## src/rtl/decode_buffer_stage_pkg.sv

```systemverilog
// Shared core types for the decode stage: raw instruction word, decoded
// micro-op entry, opcode constants and immediate extraction helpers.
package decode_buffer_stage_pkg;

    typedef logic [31:0] instruction_t;

    localparam logic [6:0] OPC_OP     = 7'b0110011;
    localparam logic [6:0] OPC_OP_IMM = 7'b0010011;
    localparam logic [6:0] OPC_LOAD   = 7'b0000011;
    localparam logic [6:0] OPC_STORE  = 7'b0100011;
    localparam logic [6:0] OPC_BRANCH = 7'b1100011;
    localparam logic [6:0] OPC_JAL    = 7'b1101111;
    localparam logic [6:0] OPC_LUI    = 7'b0110111;

    typedef enum logic [2:0] {
        UOP_ILLEGAL = 3'd0,
        UOP_ALU_REG = 3'd1,
        UOP_ALU_IMM = 3'd2,
        UOP_LOAD    = 3'd3,
        UOP_STORE   = 3'd4,
        UOP_BRANCH  = 3'd5,
        UOP_JUMP    = 3'd6,
        UOP_LUI     = 3'd7
    } uop_e;

    // rd is zero whenever writes_rd is clear, so consumers can use it as-is.
    typedef struct packed {
        logic [31:0] pc;
        uop_e        uop;
        logic [4:0]  rd;
        logic [4:0]  rs1;
        logic [4:0]  rs2;
        logic [2:0]  funct3;
        logic [31:0] imm;
        logic        writes_rd;
    } micro_code_t;

    function automatic logic [31:0] imm_i(input instruction_t inst);
        return {{20{inst[31]}}, inst[31:20]};
    endfunction

    function automatic logic [31:0] imm_s(input instruction_t inst);
        return {{20{inst[31]}}, inst[31:25], inst[11:7]};
    endfunction

    function automatic logic [31:0] imm_b(input instruction_t inst);
        return {{19{inst[31]}}, inst[31], inst[7], inst[30:25], inst[11:8], 1'b0};
    endfunction

    function automatic logic [31:0] imm_j(input instruction_t inst);
        return {{11{inst[31]}}, inst[31], inst[19:12], inst[20], inst[30:21], 1'b0};
    endfunction

    function automatic logic [31:0] imm_u(input instruction_t inst);
        return {inst[31:12], 12'b0};
    endfunction

endpackage

```

## src/rtl/decode_buffer_stage_decoder.sv

```systemverilog
// Purely combinational instruction decoder feeding the buffer's write side.
module decoder
    import decode_buffer_stage_pkg::*;
(
    input  instruction_t inst,
    input  logic [31:0]  inst_pc,
    output micro_code_t  micro_code
);

    logic [6:0] opcode;

    always_comb begin
        opcode               = inst[6:0];
        micro_code           = '0;
        micro_code.pc        = inst_pc;
        micro_code.rd        = inst[11:7];
        micro_code.rs1       = inst[19:15];
        micro_code.rs2       = inst[24:20];
        micro_code.funct3    = inst[14:12];
        micro_code.uop       = UOP_ILLEGAL;
        micro_code.imm       = '0;
        micro_code.writes_rd = 1'b0;
        case (opcode)
            OPC_OP: begin
                micro_code.uop       = UOP_ALU_REG;
                micro_code.writes_rd = 1'b1;
            end
            OPC_OP_IMM: begin
                micro_code.uop       = UOP_ALU_IMM;
                micro_code.imm       = imm_i(inst);
                micro_code.writes_rd = 1'b1;
            end
            OPC_LOAD: begin
                micro_code.uop       = UOP_LOAD;
                micro_code.imm       = imm_i(inst);
                micro_code.writes_rd = 1'b1;
            end
            OPC_STORE: begin
                micro_code.uop = UOP_STORE;
                micro_code.imm = imm_s(inst);
            end
            OPC_BRANCH: begin
                micro_code.uop = UOP_BRANCH;
                micro_code.imm = imm_b(inst);
            end
            OPC_JAL: begin
                micro_code.uop       = UOP_JUMP;
                micro_code.imm       = imm_j(inst);
                micro_code.writes_rd = 1'b1;
            end
            OPC_LUI: begin
                micro_code.uop       = UOP_LUI;
                micro_code.imm       = imm_u(inst);
                micro_code.writes_rd = 1'b1;
            end
            default: begin
                micro_code.uop = UOP_ILLEGAL;
            end
        endcase
        // Non-writing micro-ops carry rd=0 so a stale field never looks like a hazard.
        if (!micro_code.writes_rd) begin
            micro_code.rd = '0;
        end
    end

endmodule

```

## src/rtl/decode_buffer_stage.sv

```systemverilog
// Decode stage: decodes fetched instructions and queues the micro-ops in a
// small FIFO with one cycle of latency from fetch to downstream.
module decode_buffer_stage
    import decode_buffer_stage_pkg::*;
#(
    parameter int DEPTH       = 4,
    parameter bit RESET_READY = 1'b1
) (
    input  logic                         clk,
    input  logic                         rst_n,
    input  logic                         flush,
    input  logic                         inst_valid,
    output logic                         inst_ready,
    input  instruction_t                 inst,
    input  logic [31:0]                  inst_pc,
    output logic                         micro_code_valid,
    input  logic                         micro_code_ready,
    output micro_code_t                  micro_code,
    output logic [$clog2(DEPTH+1)-1:0]   occupancy
);

    localparam int PTR_W = $clog2(DEPTH);
    localparam int OCC_W = $clog2(DEPTH + 1);
    localparam logic [OCC_W-1:0] FULL_COUNT = OCC_W'(DEPTH);

    // Handshake: a transfer happens on a rising edge where valid && ready are
    // both high and flush is low; valid never waits on ready, and the sender
    // holds its payload stable until the transfer edge.

    micro_code_t       mem [DEPTH];
    micro_code_t       decoded;
    logic [PTR_W-1:0]  wr_ptr;
    logic [PTR_W-1:0]  rd_ptr;
    logic              first_cycle;
    logic              not_full;
    logic              not_empty;
    logic              do_enq;
    logic              do_deq;

    decoder u_decoder (
        .inst       (inst),
        .inst_pc    (inst_pc),
        .micro_code (decoded)
    );

    always_comb begin
        not_full         = (occupancy < FULL_COUNT);
        not_empty        = (occupancy != '0);
        inst_ready       = (first_cycle ? RESET_READY : not_full) && !flush;
        micro_code_valid = not_empty && !flush;
        do_enq           = inst_valid && inst_ready && rst_n;
        do_deq           = micro_code_valid && micro_code_ready && rst_n;
        micro_code       = mem[rd_ptr];
    end

    // first_cycle marks the cycle right after reset, where inst_ready is fixed.
    always_ff @(posedge clk) begin
        if (!rst_n) begin
            first_cycle <= 1'b1;
        end else begin
            first_cycle <= 1'b0;
        end
    end

    // Reset and flush both empty the queue; storage itself is never cleared.
    always_ff @(posedge clk) begin
        if (!rst_n || flush) begin
            wr_ptr    <= '0;
            rd_ptr    <= '0;
            occupancy <= '0;
        end else begin
            if (do_enq) begin
                wr_ptr <= wr_ptr + PTR_W'(1);
            end
            if (do_deq) begin
                rd_ptr <= rd_ptr + PTR_W'(1);
            end
            case ({do_enq, do_deq})
                2'b10:   occupancy <= occupancy + OCC_W'(1);
                2'b01:   occupancy <= occupancy - OCC_W'(1);
                default: occupancy <= occupancy;
            endcase
        end
    end

    always_ff @(posedge clk) begin
        if (do_enq) begin
            mem[wr_ptr] <= decoded;
        end
    end

endmodule

```

## config.mk

```make
export PLATFORM = sky130hd
export DESIGN_NAME = decode_buffer_stage
export DESIGN_NICKNAME = d
export VERILOG_FILES = /design/src/rtl/decode_buffer_stage_pkg.sv /design/src/rtl/decode_buffer_stage_decoder.sv /design/src/rtl/decode_buffer_stage.sv
export SDC_FILE = /design/constraint.sdc
export NUM_CORES = 1
export LEC_CHECK = 0
export CORE_AREA = 3 3 202 204
export CTS_BUF_LIST = sky130_fd_sc_hd__clkbuf_8 sky130_fd_sc_hd__clkbuf_16
export DETAILED_ROUTE_END_ITERATION = 16
export DIE_AREA = 0 0 205 207
export MAX_ROUTING_LAYER = met4
export SYNTH_ARGS = -nofsm -noshare
export SYNTH_HDL_FRONTEND = slang
export SYNTH_SLANG_ARGS = --single-unit
export TNS_END_PERCENT = 1
```

## constraint.sdc

```tcl
create_clock -name clk -period 4.8 [get_ports clk]
set_clock_uncertainty 0.15 [all_clocks]
set_input_delay 0.96 -clock clk [delete_from_list [all_inputs] [get_ports clk]]
set_output_delay 0.96 -clock clk [all_outputs]
set_load 0.01 [all_outputs]
```

==> flow_results.xml, run 1 <==
<?xml version="1.0" encoding="UTF-8"?>
<metrics>
  <group name="critical_path">
    <metric name="timing.reg2reg.worst_path_depth" unit="">9</metric>
    <metric name="cp-end-kind" unit="">output port</metric>
    <metric name="crit_path_start_kind" unit="">flop</metric>
    <metric name="crit_path_max_fanout" unit="">29</metric>
    <metric name="critical_path_required" unit="ps">3690</metric>
    <metric name="timing.critical_path.arrival" unit="ps">2790</metric>
    <metric name="setup.worst_path.class" unit="">reg -&gt; out</metric>
  </group>
  <group name="sta">
    <metric name="rsz_0062_raised_after_global_routing" unit="">false</metric>
    <metric name="final.min_clock_period" unit="ps">3900</metric>
    <metric name="final_min_period_over_clock_period" unit="%">81.3</metric>
    <metric name="fmaxAchievable" unit="MHz">256</metric>
    <metric name="tightestPinTransition" unit="ps">787</metric>
    <metric name="timing.final.setup_violations" unit="">0</metric>
    <metric name="finalHoldViolCount" unit="">0</metric>
    <metric name="fin_worst_hold_slack" unit="ps">372</metric>
    <metric name="slew-limit-headroom" unit="%">47.4</metric>
    <metric name="drv_slew" unit="">0</metric>
    <metric name="setup_tns" unit="ps">0</metric>
  </group>
  <group name="detailed_routing">
    <metric name="ant_nets" unit="">0</metric>
    <metric name="initialDrtViolationCount" unit="">437</metric>
    <metric name="post_drt_via_cell_ratio" unit="">4.86</metric>
    <metric name="dr_total_vias" unit="">6533</metric>
    <metric name="detail_route.wirelength" unit="mm">29.4</metric>
    <metric name="routed_wire_length_per_instance" unit="um">21.8</metric>
    <metric name="drt-pass1-iter-count" unit="">4</metric>
    <metric name="post-route-drc-count" unit="">0</metric>
  </group>
  <group name="outcome">
    <metric name="outcome" unit="">complete, no violations</metric>
  </group>
  <group name="pwr">
    <metric name="p_leak" unit="nW">5.34</metric>
    <metric name="clock_power_share" unit="%">42.3</metric>
    <metric name="cellInternalPower" unit="W">0.00505</metric>
    <metric name="power_switching_share" unit="%">19.4</metric>
    <metric name="total_switching_power" unit="W">0.00121</metric>
    <metric name="pwr_density_cell" unit="nW/um^2">368</metric>
    <metric name="register_share_of_total_power" unit="%">54.3</metric>
    <metric name="worst_ir_drop_vdd" unit="V">0.000226</metric>
    <metric name="p_comb_share" unit="%">3.4</metric>
  </group>
  <group name="global_routing">
    <metric name="grt_pass1_vias" unit="">6911</metric>
    <metric name="grt_remaining_overflow" unit="">0</metric>
    <metric name="grt.total_usage" unit="%">14.1</metric>
    <metric name="grt_start_max_net_pins" unit="">48</metric>
    <metric name="grt_pass1_wl" unit="mm">44.2</metric>
    <metric name="number_of_antenna_violations_at_the_first_check_in_global_routing" unit="">4</metric>
  </group>
  <group name="floorplanning">
    <metric name="floorplan.initialDensity" unit="%">34.5</metric>
    <metric name="placementRows" unit="">73</metric>
    <metric name="fp.coreArea" unit="um^2">39500</metric>
    <metric name="die_area" unit="um^2">42400</metric>
    <metric name="ios" unit="">160</metric>
    <metric name="floorplan.die.height" unit="um">207</metric>
    <metric name="die-width" unit="um">205</metric>
  </group>
  <group name="synthesis">
    <metric name="synth_enable_flop_cells" unit="">344</metric>
    <metric name="synth.net_count" unit="">677</metric>
    <metric name="synth_top_cells_by_area" unit="">edfxtp_1 76%, mux4_2 14%, dfxtp_1 1.5%</metric>
    <metric name="post_synthesis_cell_type_count" unit="">51</metric>
    <metric name="synth_sequential_area_ratio" unit="%">77.4</metric>
    <metric name="yosys_warnings" unit="">0</metric>
    <metric name="post-synth-top-count-cell" unit="">edfxtp_1</metric>
    <metric name="synthDominantCellAreaShare" unit="%">76.0</metric>
    <metric name="synth_flop_cell" unit="">edfxtp_1</metric>
    <metric name="yosys.area.top_type" unit="">edfxtp_1</metric>
    <metric name="postSynthAreaPerCell" unit="um^2">22.6</metric>
    <metric name="total_standard_cell_area_after_synthesis" unit="um^2">13600</metric>
    <metric name="yosys-top-cells-count" unit="">344 x edfxtp_1, 86 x mux4_2, 15 x o2bb2ai_1</metric>
    <metric name="synth_async_sr_flop_share" unit="%">0</metric>
    <metric name="synth_cells" unit="">602</metric>
    <metric name="synth_seq_cells" unit="">354</metric>
  </group>
  <group name="clocking">
    <metric name="tritoncts.num_buffers" unit="">38</metric>
    <metric name="cts.htree.levels" unit="">2</metric>
    <metric name="hold_buffers" unit="">0</metric>
    <metric name="clkLatencyLatePin" unit="ps">510</metric>
    <metric name="cts-resized-gates" unit="">0</metric>
    <metric name="clk_pin_slew_worst_paths" unit="ps">60</metric>
    <metric name="buffer_levels_on_the_longest_clock_path" unit="">3</metric>
    <metric name="clock_tree.root_cell" unit="">clkbuf_16</metric>
    <metric name="clock_tree_from_tritoncts" unit="">done</metric>
    <metric name="cts_post_setup_buffers_inserted" unit="">0</metric>
    <metric name="cts_num_sinks" unit="">354</metric>
  </group>
  <group name="cells_and_area">
    <metric name="finish.net_count" unit="">866</metric>
    <metric name="synthToLayoutAreaGrowth" unit="%">25.3</metric>
    <metric name="drive_gt1_share" unit="%">21.6</metric>
    <metric name="fillers" unit="">3443</metric>
  </group>
  <group name="placed_design">
    <metric name="gp_congestion" unit="">0.772</metric>
    <metric name="placement.io_buffers" unit="">159</metric>
    <metric name="detailedPlacementHpwl" unit="mm">19.3</metric>
  </group>
  <group name="min_path">
    <metric name="worstHoldPathCells" unit="">2</metric>
    <metric name="worst_hold_path_type" unit="">reg -&gt; reg</metric>
  </group>
  <group name="job">
    <metric name="maxCapViolations" unit="">0</metric>
  </group>
</metrics>
[area by class of cell]
class / instances / area (um^2) / share of cell area (%)
Sequential cell: 354 / 10500 / 61.8
Multi-Input combinational cell: 206 / 2850 / 16.7
Timing Repair Buffer: 177 / 1800 / 10.6
Clock buffer: 41 / 1000 / 5.89
Tap cell: 525 / 657 / 3.85
Clock inverter: 24 / 135 / 0.793
Inverter: 14 / 52.6 / 0.308
Antenna cell: 4 / 10.0 / 0.0587
[path summary, 6_finish.rpt]
| check | start | end | slack, ps |
|---|---|---|---|
| worst max-delay path | flop | micro_code[23] | 900 |
| worst min-delay path | wr_ptr[0] | wr_ptr[0] | 370 |
| worst max register to register | occupancy[2] | occupancy[2] | 2390 |
| worst min register to register | wr_ptr[0] | wr_ptr[0] | 370 |
[critical path, cell delays in order (launching register included)]
cell and delay, ps:
dfxtp_4 780, buf_4 400, mux4_2 590, clkdlybuf4s50_1 500
[logic make-up after synthesis]
| kind of cell | synth area share, % |
|---|---|
| simple gates | 2.71 |
| buf+inv | 1.70 |
| mux | 14.3 |
| compound gates | 3.09 |
| xor+xnor | 0.129 |
| fa+ha+maj | 0.607 |
| flops | 77.4 |
[state kept, by name, summed over array words and instances (netlist names), named ones only]
signal,count
occupancy,3
mem,344
wr_ptr,2
rd_ptr,2
first_cycle,1
[stage by stage]
stage               worst slack [ps]  instances  util [%]  instance area [um^2]  total power (W)
CTS                              794       1341      43.2                 17000          0.00634
global route                     714       1345      43.2                 17000          0.00648
global placement                1180       1276      40.3                 15900          0.00368
finish                           899       1345      43.2                 17000          0.00627
floorplan                        695        602         -                 13600          0.00355
detailed placement              1090       1276      40.3                 15900          0.00369
[power groups by stage]
stage | sequential (W) | clock [W] | combinational (W)
after floorplan | 0.00347 | 0 | 0.0000767
after global placement | 0.00347 | 0 | 0.000217
after detailed placement | 0.00347 | 0 | 0.000218
after CTS | 0.00340 | 0.00271 | 0.000219
after global routing | 0.00340 | 0.00284 | 0.000233
final | 0.00340 | 0.00265 | 0.000215
[per-layer routing]
| layer | vias to the layer above | track usage [%] | wire length [um] |
|---|---|---|---|
| li1 | 2928 | - | - |
| met1 | 3396 | 19.9 | 13200 |
| met2 | 177 | 21.1 | 13700 |
| met3 | 32 | 3.66 | 2020 |
| met4 | 0 | 2.71 | 430 |
| met5 | - | - | 0 |
[cells in the final DEF (no fill, tap or decap), types with 6 or more instances in the layout]
master / Yosys / layout
nor3b_1: 6 / 6
buf_12: 0 / 6
inv_1: 14 / 25
mux4_2: 86 / 86
edfxtp_1: 344 / 344
a211oi_1: 6 / 6
clkbuf_16: 0 / 39
a21o_2: 7 / 7
clkdlybuf4s50_1: 0 / 159
buf_4: 1 / 12
a21oi_1: 9 / 9
o2bb2ai_1: 15 / 15
dfxtp_1: 10 / 8
nor2_1: 7 / 7
nand2_1: 7 / 7
No activity file was read; power rests on OpenSTA's default activity.
==> run 2, diff against run 1 <==
- clock period: 4.8 -> 3.5 ns (I/O delays scaled with it)
==> flow_results.xml, run 2 (synthesized netlist as in run 1, its figures left out) <==
<?xml version="1.0" encoding="UTF-8"?>
<metrics>
  <group name="global_routing">
    <metric name="grt.total_usage" unit="%">14.5</metric>
    <metric name="grt_remaining_overflow" unit="">0</metric>
    <metric name="grt_pass1_vias" unit="">7012</metric>
    <metric name="grt_start_max_net_pins" unit="">42</metric>
    <metric name="grt_pass1_wl" unit="mm">44.8</metric>
    <metric name="number_of_antenna_violations_at_the_first_check_in_global_routing" unit="">0</metric>
  </group>
  <group name="critical_path">
    <metric name="crit_path_max_fanout" unit="">23</metric>
    <metric name="worst-r2r-setup-slack" unit="ps">1200</metric>
    <metric name="cp-end-kind" unit="">output port</metric>
    <metric name="slowest_stage" unit="">dfxtp_4</metric>
    <metric name="timing.reg2reg.worst_path_depth" unit="">9</metric>
    <metric name="timing.critical_path.arrival" unit="ps">2440</metric>
    <metric name="cp.buffers_inverters" unit="">2</metric>
    <metric name="worst_path_largest_cell_delay" unit="ps">600</metric>
    <metric name="critical_path_s_top_delay_family" unit="">buffers and inverters</metric>
    <metric name="crit_path_start_kind" unit="">flop</metric>
    <metric name="critical_path_required" unit="ps">2650</metric>
    <metric name="critical_path.reg2reg.startpoint" unit="">occupancy[2]</metric>
    <metric name="worst_reg2reg_endpoint" unit="">occupancy[2]</metric>
    <metric name="setup.worst_path.class" unit="">reg -&gt; out</metric>
    <metric name="chain_of_cells_forming_the_critical_path" unit="">buf_4, mux4_2, clkdlybuf4s50_1</metric>
  </group>
  <group name="cells_and_area">
    <metric name="finalNonFillerCells" unit="">1357</metric>
    <metric name="largest_register_ff_count" unit="">344</metric>
    <metric name="drive_gt1_share" unit="%">22.7</metric>
    <metric name="layout_common_cells" unit="">344 x edfxtp_1, 159 x clkdlybuf4s50_1, 86 x mux4_2</metric>
    <metric name="synthToLayoutAreaGrowth" unit="%">28.2</metric>
    <metric name="leading_cell_type_in_the_layout_fill_and_taps_excluded" unit="">edfxtp_1</metric>
    <metric name="largest_registers_ranked_by_flip_flop_count" unit="">mem (344), occupancy (3)</metric>
    <metric name="max_flop_register" unit="">mem</metric>
    <metric name="diodes" unit="">0</metric>
    <metric name="finish.net_count" unit="">878</metric>
  </group>
  <group name="job">
    <metric name="maxCapViolations" unit="">0</metric>
  </group>
  <group name="placed_design">
    <metric name="post-place-ws" unit="ps">449</metric>
    <metric name="gp_congestion" unit="">0.762</metric>
    <metric name="dpl.cell_count" unit="">1287</metric>
    <metric name="detailedPlacementHpwl" unit="mm">18.7</metric>
    <metric name="placement.io_buffers" unit="">159</metric>
  </group>
  <group name="clocking">
    <metric name="cts_num_sinks" unit="">354</metric>
    <metric name="clock_tree.root_cell" unit="">clkbuf_16</metric>
    <metric name="cts_post_setup_buffers_inserted" unit="">0</metric>
    <metric name="cts-resized-gates" unit="">0</metric>
    <metric name="clk_pin_slew_worst_paths" unit="ps">60</metric>
    <metric name="clkLatencyLatePin" unit="ps">550</metric>
    <metric name="hold_buffers" unit="">0</metric>
    <metric name="clock_tree_from_tritoncts" unit="">done</metric>
    <metric name="cts.htree.levels" unit="">2</metric>
    <metric name="buffer_levels_on_the_longest_clock_path" unit="">3</metric>
    <metric name="tritoncts.num_buffers" unit="">39</metric>
  </group>
  <group name="outcome">
    <metric name="outcome" unit="">complete, no violations</metric>
  </group>
  <group name="pwr">
    <metric name="p_leak" unit="nW">5.50</metric>
    <metric name="worst_ir_drop_vdd" unit="V">0.000322</metric>
    <metric name="pwr_density_cell" unit="nW/um^2">520</metric>
  </group>
  <group name="sta">
    <metric name="fmaxAchievable" unit="MHz">304</metric>
    <metric name="rsz_0062_raised_after_global_routing" unit="">false</metric>
    <metric name="post-route-worst-setup-slack" unit="ps">215</metric>
    <metric name="timing.final.setup_violations" unit="">0</metric>
    <metric name="final_min_period_over_clock_period" unit="%">93.9</metric>
    <metric name="tightestPinTransition" unit="ps">770</metric>
    <metric name="final.min_clock_period" unit="ps">3290</metric>
    <metric name="drv_slew" unit="">0</metric>
    <metric name="finalHoldViolCount" unit="">0</metric>
    <metric name="slew-limit-headroom" unit="%">48.4</metric>
  </group>
  <group name="detailed_routing">
    <metric name="routed_wire_length_per_instance" unit="um">21.9</metric>
    <metric name="drt-pass1-iter-count" unit="">4</metric>
    <metric name="initialDrtViolationCount" unit="">410</metric>
    <metric name="dr_total_vias" unit="">6727</metric>
    <metric name="post_drt_via_cell_ratio" unit="">4.96</metric>
    <metric name="detail_route.wirelength" unit="mm">29.8</metric>
    <metric name="ant_nets" unit="">0</metric>
    <metric name="post-route-drc-count" unit="">0</metric>
  </group>
  <group name="min_path">
    <metric name="worst_hold_path_type" unit="">reg -&gt; reg</metric>
    <metric name="hold_path_startpoint" unit="">rd_ptr[1]</metric>
    <metric name="worstHoldPathCells" unit="">2</metric>
  </group>
  <group name="floorplanning">
    <metric name="die-width" unit="um">205</metric>
    <metric name="die_area" unit="um^2">42400</metric>
    <metric name="ios" unit="">160</metric>
    <metric name="floorplan.initialDensity" unit="%">34.5</metric>
    <metric name="fp.coreArea" unit="um^2">39500</metric>
    <metric name="placementRows" unit="">73</metric>
    <metric name="floorplan.die.height" unit="um">207</metric>
  </group>
</metrics>
[run 2: cell count changes in the layout (fill, tap and decap cells not counted), moves of 2 or more]
cell / previous run / this run
buf_12: 6 / 19
buf_4: 12 / 10
bufinv_16: 1 / 5
clkbuf_16: 39 / 41
clkbuf_8: 2 / 0
clkinv_1: 5 / 9
clkinv_2: 4 / 1
diode_2: 4 / 0
[run 2: metrics by stage]
step	power, W	TNS (ps)	hold slack, ps	area, um^2	utilization (%)
2_1_floorplan	0.00486	-89020	305	13600	-
3_3_place_gp	0.00506	0	352	16100	40.9
3_5_place_dp	0.00506	0	349	16100	40.9
4_1_cts	0.00920	0	359	17400	44.2
5_1_grt	0.00938	0	376	17400	44.2
6_report	0.00907	0	357	17400	44.2
[run 2: final cells by class]
cell class	instances	area [um^2]
sequential	354	10500
timing repair buffer	188	2050
clock inverter	29	272
fill	3418	22000
inverter	14	52.6
tap	525	657
multi-input combinational	206	2850
clock buffer	41	1030
[run 2: worst max-delay path by stage]
stage	slack [ps]	endpoint	cells past startpoint	startpoint
global placement	460	occupancy[2]	8	flush
CTS	110	micro_code[2]	3	flop
floorplan	-350	mem[1][0]	4	flush
detailed placement	450	occupancy[2]	10	flush
global route	80	micro_code[2]	3	flop
finish	210	micro_code[37]	3	flop
[run 2: metal layers]
layer	GRT usage [%]	part of all wire, %	wire, um	vias up
li1	-	-	-	2962
met1	20.3	45	13500	3495
met2	21.0	45	13500	219
met3	3.61	6.9	2040	51
met4	4.64	2.5	754	0
met5	-	0	0	-
[run 2: where the power goes]
part | switching (W) | leakage, nW | internal [W]
sequential | 0.00000747 | 3.22 | 0.00466
clock | 0.00161 | 0.666 | 0.00249
combinational | 0.000152 | 1.61 | 0.000154
[run 2: worst reg2reg max path: stages, from the launching register on]
cell     delay (ps)
dfxtp_1         420
nor2b_1         300
nor3_2          120
inv_1            70
ha_1            170
inv_1            60
fa_1            370
xor2_1          150
or3_1           300
a21oi_1         140
==> run 3, diff against run 2 <==
- CORE_AREA: 3 3 202 204 -> 3 3 173 175
- DIE_AREA: 0 0 205 207 -> 0 0 176 178
- PLACE_DENSITY: default -> 0.72
==> flow_results.xml, run 3 (synthesized netlist as in run 1, its figures left out) <==
<?xml version="1.0" encoding="UTF-8"?>
<metrics>
  <group name="critical_path">
    <metric name="chain_of_cells_forming_the_critical_path" unit="">buf_4, mux4_2, clkdlybuf4s50_1</metric>
    <metric name="worst_path_largest_cell_delay" unit="ps">600</metric>
    <metric name="cp.buffers_inverters" unit="">2</metric>
    <metric name="setup.worst_path.class" unit="">reg -&gt; out</metric>
    <metric name="slowest_stage" unit="">mux4_2</metric>
    <metric name="critical_path_required" unit="ps">2650</metric>
    <metric name="critical_path_s_top_delay_family" unit="">buffers and inverters</metric>
    <metric name="crit_path_max_fanout" unit="">17</metric>
    <metric name="cp-end-kind" unit="">output port</metric>
    <metric name="timing.critical_path.arrival" unit="ps">2430</metric>
    <metric name="crit_path_start_kind" unit="">flop</metric>
    <metric name="critical_path.reg2reg.startpoint" unit="">occupancy[2]</metric>
  </group>
  <group name="clocking">
    <metric name="cts_post_setup_buffers_inserted" unit="">0</metric>
    <metric name="buffer_levels_on_the_longest_clock_path" unit="">3</metric>
    <metric name="clkLatencyLatePin" unit="ps">510</metric>
    <metric name="cts.htree.levels" unit="">2</metric>
    <metric name="cts_num_sinks" unit="">354</metric>
    <metric name="tritoncts.num_buffers" unit="">37</metric>
    <metric name="clock_tree.root_cell" unit="">clkbuf_16</metric>
    <metric name="clock_tree_from_tritoncts" unit="">done</metric>
    <metric name="clk_pin_slew_worst_paths" unit="ps">60</metric>
    <metric name="hold_buffers" unit="">0</metric>
    <metric name="cts-resized-gates" unit="">0</metric>
  </group>
  <group name="placed_design">
    <metric name="post-place-ws" unit="ps">235</metric>
    <metric name="post_dp_cell_area" unit="um^2">15800</metric>
    <metric name="gp_congestion" unit="">0.805</metric>
    <metric name="detailedPlacementHpwl" unit="mm">17.1</metric>
    <metric name="placement.io_buffers" unit="">159</metric>
  </group>
  <group name="floorplanning">
    <metric name="floorplan.initialDensity" unit="%">47.5</metric>
    <metric name="ios" unit="">160</metric>
    <metric name="fp.coreArea" unit="um^2">28600</metric>
    <metric name="die-width" unit="um">176</metric>
    <metric name="floorplan.die.height" unit="um">178</metric>
    <metric name="placementRows" unit="">62</metric>
    <metric name="die_area" unit="um^2">31300</metric>
  </group>
  <group name="sta">
    <metric name="timing.final.setup_violations" unit="">0</metric>
    <metric name="drv_slew" unit="">0</metric>
    <metric name="final_min_period_over_clock_period" unit="%">93.6</metric>
    <metric name="slew-limit-headroom" unit="%">41.3</metric>
    <metric name="setup_tns" unit="ps">0</metric>
    <metric name="final.min_clock_period" unit="ps">3280</metric>
    <metric name="tightestPinTransition" unit="ps">877</metric>
    <metric name="finalHoldViolCount" unit="">0</metric>
    <metric name="post-route-worst-setup-slack" unit="ps">223</metric>
    <metric name="rsz_0062_raised_after_global_routing" unit="">false</metric>
    <metric name="fmaxAchievable" unit="MHz">305</metric>
  </group>
  <group name="cells_and_area">
    <metric name="diodes" unit="">0</metric>
    <metric name="final_cell_area" unit="um^2">17000</metric>
    <metric name="drive_gt1_share" unit="%">21.7</metric>
    <metric name="finish.utilization" unit="%">59.3</metric>
    <metric name="layout_common_cells" unit="">344 x edfxtp_1, 159 x clkdlybuf4s50_1, 86 x mux4_2</metric>
    <metric name="max_flop_register" unit="">mem</metric>
    <metric name="leading_cell_type_in_the_layout_fill_and_taps_excluded" unit="">edfxtp_1</metric>
    <metric name="largest_register_ff_count" unit="">344</metric>
    <metric name="synthToLayoutAreaGrowth" unit="%">24.9</metric>
    <metric name="finish.net_count" unit="">865</metric>
    <metric name="largest_registers_ranked_by_flip_flop_count" unit="">mem (344), occupancy (3)</metric>
  </group>
  <group name="detailed_routing">
    <metric name="detail_route.wirelength" unit="mm">27.6</metric>
    <metric name="dr_total_vias" unit="">6722</metric>
    <metric name="routed_wire_length_per_instance" unit="um">23.0</metric>
    <metric name="initialDrtViolationCount" unit="">544</metric>
    <metric name="ant_nets" unit="">0</metric>
    <metric name="post_drt_via_cell_ratio" unit="">5.60</metric>
    <metric name="post-route-drc-count" unit="">0</metric>
    <metric name="drt-pass1-iter-count" unit="">5</metric>
  </group>
  <group name="pwr">
    <metric name="p_leak" unit="nW">5.37</metric>
    <metric name="worst_ir_drop_vdd" unit="V">0.000345</metric>
    <metric name="pwr_density_cell" unit="nW/um^2">513</metric>
  </group>
  <group name="min_path">
    <metric name="hold_path_startpoint" unit="">rd_ptr[1]</metric>
    <metric name="worst_hold_path_type" unit="">reg -&gt; reg</metric>
  </group>
  <group name="global_routing">
    <metric name="grt_pass1_vias" unit="">7322</metric>
    <metric name="grt_start_max_net_pins" unit="">87</metric>
    <metric name="number_of_antenna_violations_at_the_first_check_in_global_routing" unit="">0</metric>
    <metric name="grt_pass1_wl" unit="mm">42.5</metric>
    <metric name="grt_remaining_overflow" unit="">0</metric>
    <metric name="grt.total_usage" unit="%">18.5</metric>
  </group>
  <group name="job">
    <metric name="maxCapViolations" unit="">0</metric>
  </group>
  <group name="outcome">
    <metric name="outcome" unit="">complete, no violations</metric>
  </group>
</metrics>
[run 3: cell types whose count changed in the layout (fill, tap and decap cells not counted), sizes merged]
cell,previous run,this run
buf,29,18
clkinv,11,14
inv,26,23
bufinv,5,3
clkbuf,41,39
clkinvlp,1,0
[run 3: where the power goes]
group	internal (W)	switching (W)	leakage [nW]
sequential	0.00466	0.00000744	3.22
clock	0.00223	0.00151	0.607
combinational	0.000146	0.000150	1.54
[run 3: cell type report]
| cell class | count | area [um^2] |
|---|---|---|
| Tap cell | 384 | 480 |
| Multi-Input combinational cell | 206 | 2850 |
| Timing Repair Buffer | 177 | 1890 |
| Clock buffer | 39 | 976 |
| Clock inverter | 26 | 196 |
| Fill cell | 2053 | 11600 |
| Inverter | 14 | 52.6 |
| Sequential cell | 354 | 10500 |
[run 3: final timing paths]
path,end,slack (ps),depth (start not counted)
setup / recovery,micro_code[25],220,3
hold / removal,flop,340,2
setup reg to reg,occupancy[2],1040,9
hold reg to reg,flop,340,2
[run 3: tightest hold or removal path, delay by kind of cell, from the launching register on]
kind / cells / cell delay (ps)
DFF: 1 / 310
AOI/OAI and AO/OA: 2 / 140
[run 3: metal layers]
metal / wire (um) / vias up / GRT usage [%]
li1: - / 2916 / -
met1: 11600 / 3471 / 24.9
met2: 13500 / 295 / 29.7
met3: 2090 / 40 / 3.70
met4: 436 / 0 / 4.26
met5: 0 / - / -
[run 3: metrics by stage]
step                      power [W]  std cells  hold slack [ps]
final                       0.00871       1200              343
after detailed placement    0.00505       1135              329
after CTS                   0.00880       1200              339
after global placement      0.00504       1135              308
after global routing        0.00898       1200              366
after floorplan             0.00486        602              305
==> edit 1, RTL diff (settings of run 2) <==
The parameter `DEPTH` goes from 4 to 8.
--- a/src/rtl/decode_buffer_stage.sv
+++ b/src/rtl/decode_buffer_stage.sv
@@ -4,5 +4,5 @@
     import decode_buffer_stage_pkg::*;
 #(
-    parameter int DEPTH       = 4,
+    parameter int DEPTH       = 8,
     parameter bit RESET_READY = 1'b1
 ) (
Interface: changed (resized occupancy); port bits go from 160 to 161. The function was not compared with the original's and may differ.
==> edit 1 against run 2 <==
- the flow now finishes with violations (negative setup slack)
- setup slack worse by 270 ps
- wire length up 110%
- synthesized cell count up 91%
- synthesized area up 100%
- via count up 94%
- final area up 86%
- power up 82%
- critical path depth up 2
- sequential share of layout area up 4.3 points
- sequential cell count up 348
- global-route usage up 17 points
- critical endpoint is now micro_code[41]
- largest cell class unchanged
==> edit 1: results (changes against run 2) <==
| Metric | Value |
|---|---|
| Status | complete, but fails checks |
| Failing checks | negative setup slack |
| ANT cells | 0 (unchanged) |
| Reg2reg path depth | 9 (unchanged) |
| Cell count of the worst hold path | 2 (unchanged) |
| Synth cell count leaders | 688 x edfxtp_1, 170 x mux4_2, 80 x mux2_4 |
| CP arrival | 2700 ps (+260 ps) |
| Crit-path max cell delay | 520 ps (-80 ps) |
| Post-synth EDFFs | 688 (+100%) |
| TritonCTS Buffers | 70 (+79%) |
| Fraction of layout cells with a size suffix above 1 | 29.5% (+6.8 points) |
| Worst-margin pin slew | 1320 ps (+552 ps) |
| Drt pass-1 iters | 8 (+4) |
| Clk Latency, worst-skew pair | 570 ps (+20 ps) |
| Syn. warnings | 0 (unchanged) |
| Critical-path top delay cell | mux4_2 |
| Clock transition at path regs | 60 ps (about the same) |
| Endpoints failing setup | 13 (+13) |
| Layout Nets | 1,464 (+67%) |
| Worst VDD drop | 0.436 mV (+35%) |
| Worst min-delay path class | flip-flop to flip-flop |
| Hold-fix buffers, CTS | 0 (unchanged) |
| Antenna violations before repair | 0 (unchanged) |
| Vias in the first global route | 13,847 (+97%) |
| Largest net degree at the start of global routing | 67 (+60%) |
| Syn nets | 1,225 (+81%) |
| Delay-heaviest family, CP | buffers and inverters |
| Main synth FF type | edfxtp_1 |
| Largest registers | mem (688), occupancy (4) |
| Ys async rst share | 0% (unchanged) |
| Vias per std cell | 6.66 (+34%) |
| Post-DP HPWL | 32,200 um (+72%) |
| Setup slack after layout | -52.6 ps (-267 ps) |
| Drt first-iter violations | 1,328 (+220%) |
| Global placement routability congestion | 0.799 (+4.9%) |
| Post-CTS setup buffer count | 3 (+3) |
| CTS H-tree depth | 3 (+1) |
| Netlist cell types | 48 (-5.9%) |
| Post-CTS sizing | 61 (+61) |
| Port Buffers | 160 (+0.63%) |
| Setup TNS | -343 ps (-343 ps) |
| Routed WL per cell | 31.6 um (+44%) |
| Clock root buffer | clkbuf_16 |
| Flop-to-flop setup slack | 800 ps (-400 ps) |
| CP max FO | 11 (-52%) |
| P_leak | 11.1 nW (+100%) |
| Synth area leaders | edfxtp_1 75%, mux4_2 14%, mux2_4 4.4%, dfxtp_1 1.0%, buf_12 0.66% |
| Register area share after synthesis | 76.5% (-0.94 points) |
| Tot GR Track Use | 31.2% (+17 points) |
| First-pass GRT wire length | 92,500 um (+110%) |
| Maximum buffer depth of the clock tree | 3 (unchanged) |
==> edit 1: power breakdown <==
part	total (mW)	switching (mW)	internal, mW
Combinational	0.376	0.202	0.174
Sequential	9.22	0.0110	9.21
Clock	6.93	2.96	3.97
Total	16.5	3.17	13.4
==> edit 1: final cells by class <==
cell class                 count  area (um2)
tap                          525         657
clock buffer                  73        1830
clock inverter                48         285
inverter                       4        15.0
timing repair buffer         222        2530
fill                        1778        7080
sequential                   702       21000
multi-input combinational    390        6110
==> edit 1: final timing paths <==
| kind | startpoint | to |
|---|---|---|
| min reg2reg | rd_ptr[2] | flip-flop |
| min | rd_ptr[2] | flip-flop |
| max | flip-flop | micro_code[41] |
| max reg2reg | occupancy[0] | occupancy[2] |
==> edit 1: per-layer routing <==
| metal | vias to the layer above | GRT usage, % | share of wire [%] |
|---|---|---|---|
| li1 | 5344 | - | - |
| met1 | 6905 | 42.5 | 37 |
| met2 | 725 | 50.0 | 52 |
| met3 | 107 | 4.97 | 8.1 |
| met4 | 0 | 9.55 | 2.7 |
| met5 | - | - | 0 |
==> edit 1: cell families after synthesis <==
kind of cell	Yosys count	synth area share (%)
buffers and inverters	59	1.48
muxes	261	18.9
DFF	702	76.5
AOI/OAI and AO/OA	41	1.12
adders and majority gates	5	0.229
xor gates and xnor gates	7	0.224
and+or+nand+nor	76	1.53
==> edit 1: through the flow <==
step,hold slack [ps],cells,util (%),worst slack [ps],area (um2)
floorplan,340,1151,-,-562,27400
global placement,353,1833,76.3,180,30100
detailed placement,359,1833,76.3,122,30100
CTS,373,1959,81.8,-135,32300
global route,405,1964,82.0,-105,32400
finish,364,1964,82.0,-52.6,32400
==> edit 2, RTL diff (settings of run 2) <==
Without the edit above. Make the reset (`rst_n`) asynchronous in one clocked block.
--- a/src/rtl/decode_buffer_stage.sv
+++ b/src/rtl/decode_buffer_stage.sv
@@ -55,5 +55,5 @@
 
     // first_cycle marks the cycle right after reset, where inst_ready is fixed.
-    always_ff @(posedge clk) begin
+    always_ff @(posedge clk or negedge rst_n) begin
         if (!rst_n) begin
             first_cycle <= 1'b1;
Check against the original RTL: same outputs for any inputs over 4 cycles, from zero or initial values and one cycle with rst_n low; that may be too few to reach the edited logic, so the function may still have changed.
==> edit 2 against run 2 <==
- cell count fell by 0.37%
- sequential cell count did not move
- final area fell by 0.65%
- combinational power fell by 3%
- setup slack got worse by 18 ps
- power rose by 1.6%
- wire length fell by 4.0%
- synthesized area barely moved
- largest power group unchanged
==> edit 2: results (changes against run 2) <==
| Metric | Value |
|---|---|
| Cells after DPL | 1,280 (-0.54%) |
| Post-DP HPWL | 17,700 um (-5.4%) |
| First-pass GRT wire length | 43,600 um (-2.7%) |
| Routed WL per cell | 21.2 um (-3.6%) |
| Largest registers | mem (344), occupancy (3) |
| Status | completed |
| Netlist cell types | 49 (-3.9%) |
| Register area share after synthesis | 77.4% (about the same) |
| Uppermost layer routed | met4 |
| Layout Nets | 871 (-0.80%) |
| Routed WL | 28,600 um (-4.0%) |
| WL met1 | 12,700 um (-5.9%) |
| Global placement routability congestion | 0.751 (-1.5%) |
| Vias in the first global route | 7,089 (+1.1%) |
| Total number of vias | 6,623 (-1.5%) |
| CP max FO | 49 (+110%) |
| Worst VDD drop | 0.378 mV (+18%) |
| CP arrival | 2450 ps |
| Maximum buffer depth of the clock tree | 3 (unchanged) |
| Critical-path top delay cell | clkdlybuf4s50_1 |
| Clock root buffer | clkbuf_16 |
| Clk Latency, worst-skew pair | 530 ps (-20 ps) |
| Clock transition at path regs | 60 ps (about the same) |
| Post-synth EDFFs | 344 (unchanged) |
| Largest net degree at the start of global routing | 71 (+69%) |
| Worst min-delay path class | flip-flop to flip-flop |
| Ys async rst share | 0.282% (+0.28 points) |
| Worst-margin pin slew | 667 ps (-103 ps) |
| Synth cell count leaders | 344 x edfxtp_1, 86 x mux4_2, 15 x o2bb2ai_1 |
| Syn nets | 678 (+0.15%) |
| Synth area leaders | edfxtp_1 76%, mux4_2 14%, dfxtp_1 1.3%, o2bb2ai_1 0.97%, buf_6 0.74% |
| Crit-path max cell delay | 570 ps (-30 ps) |
| Fill cell count | 3,421 (+0.088%) |
| Metal3 WL | 1910 um (-6.5%) |
| Post-CTS setup buffer count | 0 (unchanged) |
| Average size of a mapped cell | 22.6 um2 (about the same) |
| Post-CTS sizing | 0 (unchanged) |
| Fraction of layout cells with a size suffix above 1 | 22.3% (-0.39 points) |
| Tot GR Track Use | 14.0% (-0.51 points) |
| Drt first-iter violations | 428 (+4.4%) |
| Place WS | 316 ps (-133 ps) |
| P_leak | 5.47 nW (-0.52%) |
| Port Buffers | 159 (unchanged) |
| Drt pass-1 iters | 4 (unchanged) |
| Post-route cell area | 17,300 um2 (-0.65%) |
| Area of placed instances | 16,000 um2 (-1.1%) |
| Routed wl met2 | 13,200 um (-2.1%) |
| Antenna violations before repair | 3 (+3) |
[edit 2: area by class of cell]
class | instances | share of cell area [%]
Sequential cell | 354 | 60.9
Antenna cell | 3 | 0.0433
Tap cell | 525 | 3.79
Timing Repair Buffer | 180 | 10.8
Multi-Input combinational cell | 208 | 16.4
Clock inverter | 29 | 2.06
Clock buffer | 40 | 5.71
Inverter | 13 | 0.282
[edit 2: metal layers]
metal | track usage (%) | vias up
met3 | 3.43 | 55
met4 | 4.78 | 0
met5 | - | -
met2 | 20.8 | 199
met1 | 18.9 | 3438
li1 | - | 2931
[edit 2: where the power goes]
part           switching [mW]  internal, mW  total [mW]
Clock                    1.60          2.65        4.25
Sequential            0.00694          4.66        4.67
Combinational           0.148         0.149       0.297
Total                    1.75          7.46        9.21
[edit 2: kinds of logic (layout without fill, tap and decap cells)]
group	after synthesis	in the layout	synth area share [%]
flops	354	354	77.4
xor+xnor	2	2	0.129
mux	89	89	14.5
other cells	1	4	0.0276
simple gates	60	60	2.71
fa+ha+maj	6	6	0.607
buf+inv	41	262	1.74
compound gates	50	50	2.90
[edit 2: final timing paths]
check | slack [ps] | depth (start not counted) | from | endpoint
min | 360 | 2 | rd_ptr[1] | flip-flop
min in group asynchronous | 380 | 1 | rst_n | first_cycle
max | 200 | 3 | flip-flop | micro_code[1]
max in group asynchronous | 2800 | 1 | rst_n | first_cycle
min reg2reg | 360 | 2 | rd_ptr[1] | flip-flop
max reg2reg | 960 | 9 | occupancy[2] | occupancy[2]
[edit 2: worst max-delay path: cells and delay by family (launching register included)]
family,cells,cell delay (ps)
buffers and inverters,2,920
flip-flops,1,390
multiplexers,1,550
